### src/rtl/fifo_drain_pkg.sv
// Shared types and defaults for the FIFO read-side drain sequencer.
// Optional feature macro: DRAIN_GAP_EN (inter-word idle gap).
package fifo_drain_pkg;

    typedef enum logic [2:0] {
        IDLE      = 3'd0,
        LOAD      = 3'd1,
        SEND      = 3'd2,
        WAIT_ACK  = 3'd3,
        WAIT_DONE = 3'd4,
        GAP       = 3'd5
    } drain_state_t;

    localparam int unsigned DEF_ACK_TIMEOUT = 16;
    localparam int unsigned DEF_MAX_RETRY   = 3;
    localparam int unsigned DEF_GAP_CYCLES  = 4;

    // Bits needed to hold values 0..n-1, never less than one bit.
    function automatic int unsigned width_for(input int unsigned n);
        return (n > 1) ? $clog2(n) : 1;
    endfunction

endpackage

### src/rtl/fifo_drain_ctrl_timer.sv
// Loadable down-counter with a terminal-count flag.
module drain_timer #(
    parameter int unsigned WIDTH = 4
) (
    input  logic             R_CLK,
    input  logic             R_RST,
    input  logic             load,
    input  logic [WIDTH-1:0] load_val,
    input  logic             dec,
    output logic             tc
);

    logic [WIDTH-1:0] cnt_q;

    // Count register: load has priority, decrement saturates at zero.
    always_ff @(posedge R_CLK or posedge R_RST) begin
        if (R_RST) begin
            cnt_q <= '0;
        end else if (load) begin
            cnt_q <= load_val;
        end else if (dec && (cnt_q != '0)) begin
            cnt_q <= cnt_q - WIDTH'(1);
        end
    end

    assign tc = (cnt_q == '0);

endmodule

### src/rtl/fifo_drain_ctrl.sv
// Read-side sequencer: pops FIFO words and hands them to a busy-flagged
// serial consumer with retry, flush and a delivered-word counter.
// Optional feature macro: DRAIN_GAP_EN (idle gap after each TX_BUSY fall).
module fifo_drain_ctrl
    import fifo_drain_pkg::*;
#(
    parameter int unsigned D_WIDTH     = 8,
    parameter int unsigned CNT_WIDTH   = 8,
    parameter int unsigned ACK_TIMEOUT = DEF_ACK_TIMEOUT,
    parameter int unsigned MAX_RETRY   = DEF_MAX_RETRY,
    parameter int unsigned GAP_CYCLES  = DEF_GAP_CYCLES
) (
    input  logic                 R_CLK,
    input  logic                 R_RST,
    input  logic                 R_EMPTY,
    input  logic [D_WIDTH-1:0]   R_DATA,
    output logic                 R_INC,
    input  logic                 TX_BUSY,
    output logic                 TX_VALID,
    output logic [D_WIDTH-1:0]   TX_DATA,
    input  logic                 FLUSH,
    output logic [CNT_WIDTH-1:0] DRAIN_CNT,
    output logic                 DROP_ERR
);

    localparam int unsigned ACK_W = width_for(ACK_TIMEOUT);
    localparam int unsigned RTY_W = width_for(MAX_RETRY + 1);
    // TX_VALID pulses are ACK_TIMEOUT cycles apart: SEND plus ACK_TIMEOUT-1 WAIT_ACK cycles.
    localparam logic [ACK_W-1:0] ACK_RELOAD = ACK_W'(ACK_TIMEOUT - 2);
    localparam logic [RTY_W-1:0] RTY_LIMIT  = RTY_W'(MAX_RETRY);

    // Reject configurations the timers cannot represent.
    if ((ACK_TIMEOUT < 2) || (MAX_RETRY < 1) || (GAP_CYCLES < 1)) begin : g_bad_cfg
        $error("fifo_drain_ctrl: ACK_TIMEOUT>=2, MAX_RETRY>=1, GAP_CYCLES>=1 required");
    end

    drain_state_t           state_q;
    drain_state_t           state_d;
    logic [D_WIDTH-1:0]     tx_data_q;
    logic [CNT_WIDTH-1:0]   drain_cnt_q;
    logic [RTY_W-1:0]       retry_q;
    logic                   drop_err_q;
    logic                   ack_tc;
    logic                   ack_hit_c;
    logic                   retry_c;
    logic                   drop_c;

    // Ack timer: reloaded in SEND, runs down while waiting for TX_BUSY.
    drain_timer #(
        .WIDTH (ACK_W)
    ) u_ack_timer (
        .R_CLK    (R_CLK),
        .R_RST    (R_RST),
        .load     (state_q == SEND),
        .load_val (ACK_RELOAD),
        .dec      (state_q == WAIT_ACK),
        .tc       (ack_tc)
    );

`ifdef DRAIN_GAP_EN
    localparam int unsigned GAP_W = width_for(GAP_CYCLES);
    localparam logic [GAP_W-1:0] GAP_RELOAD = GAP_W'(GAP_CYCLES - 1);

    logic gap_tc;

    // Gap timer: armed while the consumer is busy, runs down in GAP.
    drain_timer #(
        .WIDTH (GAP_W)
    ) u_gap_timer (
        .R_CLK    (R_CLK),
        .R_RST    (R_RST),
        .load     (state_q == WAIT_DONE),
        .load_val (GAP_RELOAD),
        .dec      (state_q == GAP),
        .tc       (gap_tc)
    );
`endif

    // State register.
    always_ff @(posedge R_CLK or posedge R_RST) begin
        if (R_RST) begin
            state_q <= IDLE;
        end else begin
            state_q <= state_d;
        end
    end

    // Next-state decode plus single-cycle event strobes for the datapath.
    always_comb begin
        state_d   = state_q;
        ack_hit_c = 1'b0;
        retry_c   = 1'b0;
        drop_c    = 1'b0;
        case (state_q)
            IDLE: begin
                if (FLUSH) begin
                    state_d = IDLE;
                end else if (!R_EMPTY && !TX_BUSY) begin
                    state_d = LOAD;
                end
            end
            LOAD:     state_d = SEND;
            SEND:     state_d = WAIT_ACK;
            WAIT_ACK: begin
                if (TX_BUSY) begin
                    ack_hit_c = 1'b1;
                    state_d   = WAIT_DONE;
                end else if (ack_tc) begin
                    if (retry_q < RTY_LIMIT) begin
                        retry_c = 1'b1;
                        state_d = SEND;
                    end else begin
                        drop_c  = 1'b1;
                        state_d = IDLE;
                    end
                end
            end
            WAIT_DONE: begin
                if (!TX_BUSY) begin
`ifdef DRAIN_GAP_EN
                    state_d = GAP;
`else
                    state_d = IDLE;
`endif
                end
            end
`ifdef DRAIN_GAP_EN
            GAP: begin
                if (gap_tc) begin
                    state_d = IDLE;
                end
            end
`endif
            default:  state_d = IDLE;
        endcase
    end

    // Output decode: Moore pop in LOAD, Mealy pop while flushing in IDLE.
    always_comb begin
        R_INC    = 1'b0;
        TX_VALID = 1'b0;
        if (!R_RST) begin
            R_INC = (state_q == LOAD) ||
                    ((state_q == IDLE) && FLUSH && !R_EMPTY);
        end
        TX_VALID = (state_q == SEND);
    end

    // Datapath: captured word, retry count, delivered count, drop pulse.
    always_ff @(posedge R_CLK or posedge R_RST) begin
        if (R_RST) begin
            tx_data_q   <= '0;
            retry_q     <= '0;
            drain_cnt_q <= '0;
            drop_err_q  <= 1'b0;
        end else begin
            drop_err_q <= drop_c;
            if (state_q == LOAD) begin
                tx_data_q <= R_DATA;
                retry_q   <= '0;
            end else if (retry_c) begin
                retry_q <= retry_q + RTY_W'(1);
            end
            if (ack_hit_c) begin
                drain_cnt_q <= drain_cnt_q + CNT_WIDTH'(1);
            end
        end
    end

    assign TX_DATA   = tx_data_q;
    assign DRAIN_CNT = drain_cnt_q;
    assign DROP_ERR  = drop_err_q;

endmodule

### config.mk
export PLATFORM = sky130hd
export DESIGN_NAME = fifo_drain_ctrl
export DESIGN_NICKNAME = d
export VERILOG_FILES = /design/src/rtl/fifo_drain_pkg.sv /design/src/rtl/fifo_drain_ctrl_timer.sv /design/src/rtl/fifo_drain_ctrl.sv
export SDC_FILE = /design/constraint.sdc
export NUM_CORES = 1
export LEC_CHECK = 0
export ABC_CLOCK_PERIOD_IN_PS = 3200
export CAP_MARGIN = 20
export CORE_AREA = 8 8 66 68
export DETAILED_ROUTE_END_ITERATION = 7
export DIE_AREA = 0 0 74 76
export GPL_TIMING_DRIVEN = 0
export HOLD_SLACK_MARGIN = 0.15
export PLACE_DENSITY = 0.63
export SETUP_SLACK_MARGIN = 0.3
export SYNTH_ARGS = -nofsm -noshare
export SYNTH_HDL_FRONTEND = slang
export SYNTH_SLANG_ARGS = --single-unit
### constraint.sdc
create_clock -name R_CLK -period 3.2 [get_ports R_CLK]
set_clock_uncertainty 0.2 [all_clocks]
set_input_delay 0.32 -clock R_CLK [delete_from_list [all_inputs] [get_ports R_CLK]]
set_output_delay 0.32 -clock R_CLK [all_outputs]
set_load 0.03 [all_outputs]
== After elaboration in Yosys (flattened, before gate mapping) ==
Cells that the tools add are included.

* Bits in registers: 26
* Input port bits: 13
* Output and inout port bits: 19
* Word-level logic and storage cells: 52

* $add $sub $neg: 3
* Order comparisons: 1
* Equality and inequality tests: 7
* Multiplexer cells: 22
* Reductions and logical operators: 13

{| class="wikitable"
|+ Operator list
! kind !! count
|-
| $mux 3 || 5
|-
| $pmux 3 s5 || 1
|-
| $mux 1 || 11
|-
| $add 8x1->8 const B || 1
|-
| $mux 4 || 2
|-
| $eq 3x2->1 const B || 2
|-
| $mux 2 || 3
|-
| $ne 3x3->1 const B || 2
|-
| $logic_and 1x1->1 || 4
|-
| $logic_not 4->1 || 1
|-
| $reduce_bool 2->1 || 2
|-
| $reduce_bool 4->1 || 1
|-
| $sub 4x1->4 const B || 1
|-
| $eq 3x1->1 const B || 1
|-
| $eq 3x3->1 const B || 1
|-
| $logic_not 3->1 || 1
|-
| $reduce_and 3->1 || 1
|-
| $add 2x1->2 const B || 1
|-
| $logic_not 1->1 || 2
|-
| $lt 2x2->1 const B || 1
|-
| $ne 2x2->1 const B || 1
|-
| $logic_or 1x1->1 || 1
|}

== Depth between registers and ports, before layout ==
Gate-level depths: netlist (run 1).

* Word-level depth: 7
* Depth in mapped cells: 5
* Gate-level depth less buffers: 5

== Hierarchy ==
Synthesis (run 1) repeated with hierarchy kept, for this count alone.

* Cell total of the unflattened synthesis: 114
* Area, all modules: 1,301.2 um2

{| class="wikitable"
|+ Modules (own cells, without submodules)
! module !! times used !! cells each !! area each (um2) !! sequential area each (um2)
|-
| fifo_drain_ctrl || 1 || 86 || 1,039.7 || 550.5
|-
| drain_timer || 1 || 28 || 261.5 || 100.1
|}

== Least setup slack after synthesis (run 1) ==
OpenSTA, ideal clock, no wires.

* Path kind: input-to-output
* From: input R_RST
* To: output R_INC
* Arrival: 1,330 ps
* Data required time: 2,680 ps
* Path slack: 1,350 ps
* Cell stages on the path: 2
* Path buffers: 0
* Cells stage by stage: inv_1 > and3_1

* Word-level cells in the longest chain between the ends: 1

{| class="wikitable"
|+ Ends and longest elaborated chain
! item !! RTL line !! RTL
|-
| start: declaration || fifo_drain_ctrl.sv:14 || <nowiki>input logic R_RST,</nowiki>
|-
| $mux 1 || fifo_drain_ctrl.sv:142 || <nowiki>if (!R_RST) begin</nowiki>
|-
| end: declaration || fifo_drain_ctrl.sv:17 || <nowiki>output logic R_INC,</nowiki>
|}

Every way passes these cells.

== Worst setup path after layout (run 1) ==
* From: register state_q[2]
* To: output TX_VALID

* Word-level cells in the longest chain between the ends: 1

{| class="wikitable"
|+ Ends and longest elaborated chain
! item !! RTL line !! RTL
|-
| start: declaration || fifo_drain_ctrl.sv:37 || <nowiki>drain_state_t state_q;</nowiki>
|-
| start signal: assignment || fifo_drain_ctrl.sv:84 || <nowiki>state_q <= state_d;</nowiki>
|-
| $eq 3x2->1 || fifo_drain_ctrl.sv:146 || <nowiki>TX_VALID = (state_q == SEND);</nowiki>
|-
| end: declaration || fifo_drain_ctrl.sv:19 || <nowiki>output logic TX_VALID,</nowiki>
|}

Every way passes these cells.

==> results of run 1 <==
[power groups by stage]
stage               combinational, mW  sequential [mW]  clock, mW
floorplan                       0.432            0.693          0
global placement                0.858            0.533          0
detailed placement              0.871            0.543          0
CTS                             0.880            0.536      0.230
global route                    0.937            0.552      0.246
finish                          0.870            0.533      0.223
[registers in the layout, indices dropped and copies added, names as in the netlist]
register	count
retry_q	2
DRAIN_CNT	8
u_ack_timer.cnt_q	4
TX_DATA	8
state_q	3
DROP_ERR	1
[layout make-up]
| class | instances | area, µm² |
|---|---|---|
| timing repair inverter | 1 | 5.00 |
| sequential | 26 | 651 |
| multi-input combinational | 71 | 557 |
| clock inverter | 1 | 30.0 |
| buffer | 6 | 50.0 |
| fill | 318 | 1720 |
| tap | 48 | 60.1 |
| timing repair buffer | 31 | 310 |
| clock buffer | 3 | 22.5 |
| inverter | 8 | 33.8 |
[cells in the mapped netlist (3+ instances only)]
master / n
xor2_1: 5
ha_1: 3
o21ai_0: 3
mux2_4: 8
nor2_1: 7
nand2_1: 7
nor3_1: 4
buf_6: 3
mux2i_1: 3
nand3_1: 6
inv_1: 8
dfrtp_1: 26
[per-layer routing]
layer  up-vias  part of all wire  GRT usage
li1        459                 -          -
met1       459              0.42      0.116
met2        21              0.50      0.158
met3         0             0.077     0.0447
met4         0                 0    0.00600
met5         -                 0          0
[what timing repair did]
| item | 4_1_cts | 5_1_grt |
|---|---|---|
| endpoints found under the hold margin | 3 | 0 |
| setup endpoints to repair | 1 | 1 |
| cloned | 0 | 1 |
| setup buffers | 0 | 0 |
| hold buffers | 1 | 0 |
| gates resized for setup | 1 | 0 |
[kinds of logic (layout without fill, tap and decap cells)]
family | after synthesis | count (layout) | share of synthesized area
buffers and inverters | 14 | 50 | 0.0622
flip-flops | 26 | 26 | 0.505
adder cells (fa/ha/maj) | 3 | 3 | 0.0292
multiplexers | 12 | 12 | 0.125
AND/OR/NAND/NOR | 36 | 36 | 0.161
XOR/XNOR | 7 | 7 | 0.0476
AO/OA/AOI/OAI | 13 | 13 | 0.0690
[final timing paths]
check,slack [ns],startpoint,cells past startpoint,to
worst max-delay path,0.61,state_q[2]$_DFFE_PP0P_,4,TX_VALID
worst min-delay path,0.16,R_RST,2,TX_DATA[5]$_DFFE_PP0N_
worst max register to register,1.46,u_ack_timer.cnt_q[0]$_DFFE_PP0P_,5,retry_q[0]$_DFFE_PP0P_
worst min register to register,0.29,DRAIN_CNT[7]$_DFFE_PP0P_,1,DRAIN_CNT[7]$_DFFE_PP0P_
max in group asynchronous,2.24,R_RST,2,DRAIN_CNT[3]$_DFFE_PP0P_
min in group R_CLK,0.29,DRAIN_CNT[7]$_DFFE_PP0P_,1,DRAIN_CNT[7]$_DFFE_PP0P_
==> impl_metrics.env, run 1 <==
export IMPL_startpoint_type="flop"
export IMPL_fin_cells=195
export IMPL_cts_tree="yes"
export IMPL_gp_congestion=0.704
export IMPL_synth_cell_type_count=35
export IMPL_timing_final_crit_period_ns=2.59
export IMPL_relSlewSlack=0.600
export IMPL_die_h_um=76
export IMPL_syn_nets=127
export IMPL_crit_required_ns=2.68
export IMPL_htree_levels=1
export IMPL_synthTopCellsByArea="dfrtp_1 (51%), mux2_4 (9.3%), xor2_1 (3.4%)"
export IMPL_hold_path_class="input pin to async pin"
export IMPL_core_area_mm2=0.00344
export IMPL_crit_slowest_cell="clkdlybuf4s50_1"
export IMPL_grt_max_degree=28
export IMPL_ys_warn_count=0
export IMPL_synth_top_area_frac=0.505
export IMPL_netSwitchingPower_mw=0.632
export IMPL_yosys_register_bits=26
export IMPL_clk_path_buf_depth=2
export IMPL_async_flop_share=1.00
export IMPL_end_kind="primary output"
export IMPL_die_area_mm2=0.00562
export IMPL_rsz0062_at_grt="no"
export IMPL_pre_cts_ws_ns=0.186
export IMPL_fin_util=0.500
export IMPL_drive_gt1_frac=0.150
export IMPL_wl_per_cell_um=13.9
export IMPL_crit_family="buffers and inverters"
export IMPL_die_x_um=74
export IMPL_syn_area_mm2=0.00129
export IMPL_syn_inst=111
export IMPL_synth_ff_type="dfrtp_1"
export IMPL_grt_pass1_vias=970
export IMPL_start_util=0.374
export IMPL_drc=0
export IMPL_status="finished clean"
export IMPL_ys_seq_area_frac=0.505
export IMPL_fin_area_mm2=0.00172
export IMPL_crit_fanout=10
export IMPL_grt_ovfl_total=0
export IMPL_combPwrFrac=0.535
export IMPL_insertedDiodeCount=0
export IMPL_power_leakage_nw=0.788
export IMPL_vdd_ir_drop_max_uv=377
export IMPL_grt_pass1_wl_mm=4.48
export IMPL_power_share_clock=0.137
export IMPL_area_growth_pct=33.5
export IMPL_cts_clk_slew_worst_paths_ns=0.15
export IMPL_crit_arrival_ns=2.07
export IMPL_port_buffer_count=30
export IMPL_clock_root_buffer="clkbuf_4"
export IMPL_tightest_slew_ns=0.596
export IMPL_viasPerCell=4.82
export IMPL_dp_cells=189
export IMPL_power_per_cell_area_mw_per_mm2=946
export IMPL_ios=32
export IMPL_total_power_mw=1.63
export IMPL_fin_nets=164
export IMPL_dp_hpwl_mm=1.98
export IMPL_final_setup_tns_ns=0
export IMPL_synth_edf_count=0
export IMPL_ant_nets=0
export IMPL_timing_fmax_mhz=385
export IMPL_critPathMaxStageDelay_ns=0.68
export IMPL_vias=939
export IMPL_cts_sinks=26
export IMPL_antenna_found_initial=0
export IMPL_routed_wl_mm=2.72
export IMPL_swShare=0.389
export IMPL_critPathBufInv=3
export IMPL_seqPwrFrac=0.328
export IMPL_layout_common_cells="clkdlybuf4s50_1 (30), dfrtp_1 (26), mux2_4 (8)"
export IMPL_setup_viol_count_final=0
export IMPL_period_share=0.811
export IMPL_crit_chain="buf_6 > or3b_1 > inv_1 > clkdlybuf4s50_1"
export IMPL_clk_latency_ns=0.31
export IMPL_setup_ws_ns=0.606
export IMPL_num_rows=22
export IMPL_placed_area_mm2=0.00165
export IMPL_drt_iter0_drc=44
export IMPL_hold_violations=0
export IMPL_maxSlewViolCount=0
export IMPL_finalHoldWorstSlack_ns=0.160
export IMPL_layout_cells_most_common="clkdlybuf4s50_1"
export IMPL_dr_pass1_iters=4
export IMPL_grt_usage=0.0966
export IMPL_intPower_mw=0.994
export IMPL_path_class="flop to primary output"
export IMPL_drv_cap=0
export IMPL_synth_avg_cell_area_um2=11.6
export IMPL_cts_made_buffers=3
export IMPL_synth_top_area_cell="dfrtp_1"
(Power assumes the default switching activity.)
==> run 2, diff against run 1 <==
--- a/config.mk
+++ b/config.mk
@@ -5,14 +5,14 @@
 export SDC_FILE = /design/constraint.sdc
 export NUM_CORES = 1
 export LEC_CHECK = 0
-export ABC_CLOCK_PERIOD_IN_PS = 3200
+export ABC_CLOCK_PERIOD_IN_PS = 2100
 export CAP_MARGIN = 20
 export CORE_AREA = 8 8 66 68
 export DETAILED_ROUTE_END_ITERATION = 7
 export DIE_AREA = 0 0 74 76
 export GPL_TIMING_DRIVEN = 0
 export HOLD_SLACK_MARGIN = 0.15
-export PLACE_DENSITY = 0.63
+export PLACE_DENSITY = 0.65
 export SETUP_SLACK_MARGIN = 0.3
 export SYNTH_ARGS = -nofsm -noshare
 export SYNTH_HDL_FRONTEND = slang
==> constraint.sdc (replaced) <==
create_clock -name R_CLK -period 2.1 [get_ports R_CLK]
set_clock_uncertainty 0.2 [all_clocks]
set_input_delay 0.21 -clock R_CLK [delete_from_list [all_inputs] [get_ports R_CLK]]
set_output_delay 0.21 -clock R_CLK [all_outputs]
set_load 0.03 [all_outputs]
==> run 2 against run 1 <==
Effect of this change:
- die area is the same
- sequential cell count is the same
- final cell count grew 4.6%
- count of clock-buffer cells in the layout is the same
- critical path type unchanged
- critical endpoint unchanged
- highest routed layer is now met4
==> impl_metrics.env, run 2 (same netlist as run 1, synthesis figures left out) <==
export IMPL_status="finished clean"
export IMPL_drive_gt1_frac=0.237
export IMPL_fin_cells=204
export IMPL_area_sequential_um2=651
export IMPL_grt_pass1_vias=1046
export IMPL_core_area_mm2=0.00344
export IMPL_power_per_cell_area_mw_per_mm2=1420
export IMPL_port_buffer_count=30
export IMPL_drt_iter0_drc=11
export IMPL_clock_root_buffer="clkbuf_4"
export IMPL_period_share=0.886
export IMPL_nFillCells=310
export IMPL_grt_ovfl_total=0
export IMPL_viasPerCell=4.85
export IMPL_die_h_um=76
export IMPL_path_class="flop to primary output"
export IMPL_timing_final_crit_period_ns=1.86
export IMPL_multi_input_area_um2=572
export IMPL_die_x_um=74
export IMPL_grt_usage=0.110
export IMPL_crit_fanout=6
export IMPL_netSwitchingPower_mw=1.01
export IMPL_htree_levels=1
export IMPL_hold_path_class="flop to flop"
export IMPL_end_kind="primary output"
export IMPL_rsz0062_at_grt="yes"
export IMPL_drv_cap=0
export IMPL_startpoint_type="flop"
export IMPL_cts_made_buffers=3
export IMPL_cts_sinks=26
export IMPL_grt_pass1_wl_mm=4.91
export IMPL_tightest_slew_ns=0.637
export IMPL_finalHoldWorstSlack_ns=0.276
export IMPL_ant_nets=0
export IMPL_total_power_mw=2.55
export IMPL_vdd_ir_drop_max_uv=532
export IMPL_wl_per_cell_um=14.7
export IMPL_cts_tree="yes"
export IMPL_power_leakage_nw=0.891
export IMPL_clk_latency_ns=0.33
export IMPL_ios=32
export IMPL_layout_common_cells="dfrtp_1 (26), dlygate4sd2_1 (14), clkdlybuf4s50_1 (12), mux2_4 (8)"
export IMPL_clk_path_buf_depth=2
export IMPL_maxSlewViolCount=0
export IMPL_dr_pass1_iters=4
export IMPL_dp_cells=189
export IMPL_seqPwrFrac=0.317
export IMPL_routed_wl_mm=3.00
export IMPL_crit_arrival_ns=1.45
export IMPL_setup_viol_count_final=0
export IMPL_cts_clk_slew_worst_paths_ns=0.14
export IMPL_relSlewSlack=0.573
export IMPL_gp_congestion=0.707
export IMPL_fin_nets=173
export IMPL_hold_violations=0
export IMPL_swShare=0.397
export IMPL_power_share_clock=0.136
export IMPL_start_util=0.374
export IMPL_intPower_mw=1.54
export IMPL_fin_util=0.523
export IMPL_vias=989
export IMPL_drc=0
export IMPL_num_rows=22
export IMPL_crit_required_ns=1.69
export IMPL_antenna_found_initial=0
export IMPL_grt_max_degree=16
export IMPL_insertedDiodeCount=0
export IMPL_timing_fmax_mhz=537
export IMPL_dp_hpwl_mm=2.05
export IMPL_area_growth_pct=39.6
export IMPL_layout_cells_most_common="dfrtp_1"
export IMPL_combPwrFrac=0.548
export IMPL_die_area_mm2=0.00562
==> run 2: cell count changes in the layout (fill, tap and decap cells not counted), moves of 2 or more <==
| cell | before | now |
|---|---|---|
| clkdlybuf4s50_1 | 30 | 12 |
| dlygate4sd2_1 | 0 | 14 |
| buf_4 | 1 | 7 |
| buf_6 | 3 | 5 |
| dlygate4sd3_1 | 1 | 3 |
| dlymetal6s2s_1 | 0 | 2 |
==> run 2: worst max-delay path: stages, from the launching register on <==
cell,delay [ns]
dfrtp_1,0.41
buf_6,0.13
or3b_4,0.39
inv_4,0.07
buf_6,0.12
==> run 2: power groups by stage <==
stage	combinational [mW]	sequential [mW]	clock, mW
finish	1.40	0.808	0.346
global route	1.50	0.838	0.368
CTS	1.40	0.813	0.352
detailed placement	1.34	0.829	0
global placement	1.30	0.815	0
floorplan	0.658	1.06	0
==> run 2: what timing repair did <==
item,in CTS,in global routing
setup buffers,6,1
gates resized for setup,31,6
endpoints found under the setup margin,19,5
hold buffers,3,0
hold endpoints to repair,32,0
cloned,1,0
pin swaps,1,0
==> run 2: stage by stage <==
step / setup TNS, ns / worst slack [ns] / area [µm²]
final: 0 / 0.239 / 1800
after detailed placement: -0.720 / -0.681 / 1650
after CTS: 0 / 0.213 / 1780
after global placement: -0.667 / -0.655 / 1650
after global routing: 0 / 0.189 / 1800
after floorplan: 0 / 0.470 / 1290
==> run 2: per-layer routing <==
| layer | up-vias | track usage | routed length (µm) |
|---|---|---|---|
| met3 | 5 | 0.0316 | 148 |
| met1 | 493 | 0.115 | 1170 |
| met2 | 18 | 0.195 | 1630 |
| met5 | - | 0 | 0 |
| li1 | 473 | - | - |
| met4 | 0 | 0.0460 | 43 |
==> run 2: final timing paths <==
check | start | endpoint | slack, ns | depth (start not counted)
hold reg to reg | DRAIN_CNT[7]$_DFFE_PP0P_ | DRAIN_CNT[7]$_DFFE_PP0P_ | 0.28 | 1
hold / removal | DRAIN_CNT[7]$_DFFE_PP0P_ | DRAIN_CNT[7]$_DFFE_PP0P_ | 0.28 | 1
setup reg to reg | state_q[0]$_DFFE_PP0P_ | TX_DATA[5]$_DFFE_PP0N_ | 0.35 | 5
setup / recovery | state_q[2]$_DFFE_PP0P_ | TX_VALID | 0.24 | 4
min in group asynchronous | R_RST | TX_DATA[7]$_DFFE_PP0N_ | 0.63 | 4
max in group asynchronous | R_RST | DROP_ERR$_DFF_PP0_ | 0.68 | 3
==> run 2: final cells by class <==
type,count,area share
buffer,6,0.0306
clock buffer,3,0.0125
clock inverter,1,0.0167
inverter,8,0.0202
multi-input combinational,71,0.318
sequential,26,0.362
tap,48,0.0334
timing repair buffer,40,0.204
timing repair inverter,1,0.00278
==> run 3, diff against run 2 <==
--- a/config.mk
+++ b/config.mk
@@ -10,9 +10,10 @@
 export CORE_AREA = 8 8 66 68
 export DETAILED_ROUTE_END_ITERATION = 7
 export DIE_AREA = 0 0 74 76
+export DONT_BUFFER_PORTS = 1
 export GPL_TIMING_DRIVEN = 0
 export HOLD_SLACK_MARGIN = 0.15
-export PLACE_DENSITY = 0.65
+export PLACE_DENSITY = 0.52
 export SETUP_SLACK_MARGIN = 0.3
 export SYNTH_ARGS = -nofsm -noshare
 export SYNTH_HDL_FRONTEND = slang
==> run 3 against run 2 <==
Effect of this change:
- count of clock-buffer cells in the layout unchanged
- first-iteration DRC count increased by 73%
- combinational power decreased by 37%
- maximum frequency increased by 2.7%
- critical path depth decreased by 1
- total power decreased by 8.8%
- setup slack improved by 0.049 ns
- via count decreased by 7.0%
- global-route usage decreased by 1.1 points
- largest cell class unchanged
==> impl_metrics.env, run 3 (same netlist as run 1, synthesis figures left out) <==
export IMPL_layout_common_cells="dfrtp_1 (26), dlygate4sd3_1 (13), mux2_4 (8), nand2_1 (7), nor2_1 (7)"
export IMPL_drt_iter0_drc=19
export IMPL_nFillCells=323
export IMPL_insertedDiodeCount=0
export IMPL_cts_tree="yes"
export IMPL_drc=0
export IMPL_crit_family="flip-flops"
export IMPL_grt_pass1_wl_mm=4.49
export IMPL_vias=920
export IMPL_seqPwrFrac=0.468
export IMPL_netSwitchingPower_mw=0.978
export IMPL_viasPerCell=5.05
export IMPL_fin_util=0.468
export IMPL_die_x_um=74
export IMPL_routed_wl_mm=2.75
export IMPL_startpoint_type="flop"
export IMPL_crit_chain="buf_6 > or3b_4 > inv_6"
export IMPL_maxSlewViolCount=0
export IMPL_period_share=0.863
export IMPL_crit_fanout=5
export IMPL_final_setup_tns_ns=0
export IMPL_relSlewSlack=0.723
export IMPL_grt_pass1_vias=964
export IMPL_grt_max_degree=27
export IMPL_start_util=0.374
export IMPL_ant_nets=0
export IMPL_power_share_clock=0.151
export IMPL_dr_pass1_iters=4
export IMPL_timing_final_crit_period_ns=1.81
export IMPL_cts_sinks=26
export IMPL_antenna_found_initial=0
export IMPL_drv_cap=0
export IMPL_intPower_mw=1.35
export IMPL_crit_arrival_ns=1.40
export IMPL_layout_cells_most_common="dfrtp_1"
export IMPL_grt_usage=0.0994
export IMPL_area_growth_pct=25.2
export IMPL_placed_area_mm2=0.00135
export IMPL_fin_area_mm2=0.00161
export IMPL_critPathMaxStageDelay_ns=0.43
export IMPL_clk_path_buf_depth=2
export IMPL_htree_levels=1
export IMPL_gp_congestion=0.705
export IMPL_crit_slowest_cell="dfrtp_1"
export IMPL_vdd_ir_drop_max_uv=624
export IMPL_combPwrFrac=0.380
export IMPL_setup_viol_count_final=0
export IMPL_tightest_slew_ns=0.415
export IMPL_timing_fmax_mhz=552
export IMPL_grt_ovfl_total=0
export IMPL_power_per_cell_area_mw_per_mm2=1450
export IMPL_path_class="flop to primary output"
export IMPL_end_kind="primary output"
export IMPL_cts_clk_slew_worst_paths_ns=0.15
export IMPL_num_rows=22
export IMPL_die_area_mm2=0.00562
export IMPL_port_buffer_count=0
export IMPL_ios=32
export IMPL_status="finished clean"
export IMPL_rsz0062_at_grt="yes"
export IMPL_hold_path_class="input pin to async pin"
export IMPL_total_power_mw=2.33
export IMPL_critPathBufInv=2
export IMPL_power_leakage_nw=0.759
export IMPL_clk_latency_ns=0.33
export IMPL_swShare=0.420
export IMPL_die_h_um=76
export IMPL_hold_violations=0
export IMPL_crit_required_ns=1.69
export IMPL_clock_root_buffer="clkbuf_4"
export IMPL_dp_hpwl_mm=1.80
export IMPL_core_area_mm2=0.00344
export IMPL_cts_made_buffers=3
export IMPL_drive_gt1_frac=0.239
export IMPL_wl_per_cell_um=15.1
export IMPL_fin_nets=151
## run 3: cell types whose count changed in the layout (fill, tap and decap cells not counted), sizes merged
| cell | previous run | this run |
|---|---|---|
| dlygate4sd2 | 14 | 0 |
| clkdlybuf4s50 | 12 | 0 |
| dlymetal6s2s | 2 | 0 |
| clkinvlp | 2 | 1 |
| dlygate4sd3 | 3 | 13 |
| buf | 14 | 11 |
## run 3: power by group through the flow
stage | Combinational (mW) | Clock [mW] | Sequential, mW
after global routing | 0.975 | 0.379 | 1.12
after global placement | 0.743 | 0 | 1.10
after CTS | 0.798 | 0.363 | 1.10
final | 0.886 | 0.353 | 1.09
after detailed placement | 0.761 | 0 | 1.11
after floorplan | 0.658 | 0 | 1.06
## run 3: final cells by class
| cell class | count | area (µm²) | share of cell area |
|---|---|---|---|
| clock inverter | 1 | 30.0 | 0.0186 |
| timing repair buffer | 19 | 185 | 0.115 |
| sequential | 26 | 651 | 0.404 |
| inverter | 8 | 38.8 | 0.0241 |
| buffer | 6 | 53.8 | 0.0334 |
| tap | 48 | 60.1 | 0.0373 |
| clock buffer | 3 | 22.5 | 0.0140 |
| multi-input combinational | 71 | 571 | 0.354 |
## run 3: final timing paths
check	slack (ns)	cells after the start	from	end
hold / removal	0.20	3	R_RST	DRAIN_CNT[0]$_DFFE_PP0P_
min in group R_CLK	0.30	1	retry_q[0]$_DFFE_PP0P_	retry_q[0]$_DFFE_PP0P_
hold reg to reg	0.30	1	retry_q[0]$_DFFE_PP0P_	retry_q[0]$_DFFE_PP0P_
setup reg to reg	0.36	5	state_q[0]$_DFFE_PP0P_	TX_DATA[2]$_DFFE_PP0N_
max in group asynchronous	1.35	3	R_RST	u_ack_timer.cnt_q[0]$_DFFE_PP0P_
setup / recovery	0.29	3	state_q[2]$_DFFE_PP0P_	TX_VALID
## run 3: per-stage QoR
step	setup slack, ns	hold WS, ns	cells
after floorplan	0.470	0.0553	111
after global placement	0.207	0.160	159
after detailed placement	0.162	0.161	159
after CTS	0.182	0.195	177
after global routing	0.242	0.201	182
final	0.288	0.201	182
## run 3: repair_timing
item,CTS,global route
hold buffers,14,0
cloned,0,1
endpoints found under the setup margin,4,5
buffers inserted,0,4
pin swaps,0,1
gates resized for setup,3,7
hold endpoints to repair,40,0
## run 3: worst min-delay path, stage by stage
cell	delay (ns)
dlygate4sd3_1	0.57
clkinvlp_4	0.13
buf_12	0.19
## run 3: routing by layer
metal  part of all wire  vias up  wire length, µm  global-route usage
li1                   -      429                -                   -
met1               0.42      474             1160               0.114
met2               0.53       15             1460               0.172
met3              0.044        2              122              0.0250
met4             0.0062        0               17              0.0300
met5                  0        -                0                   0
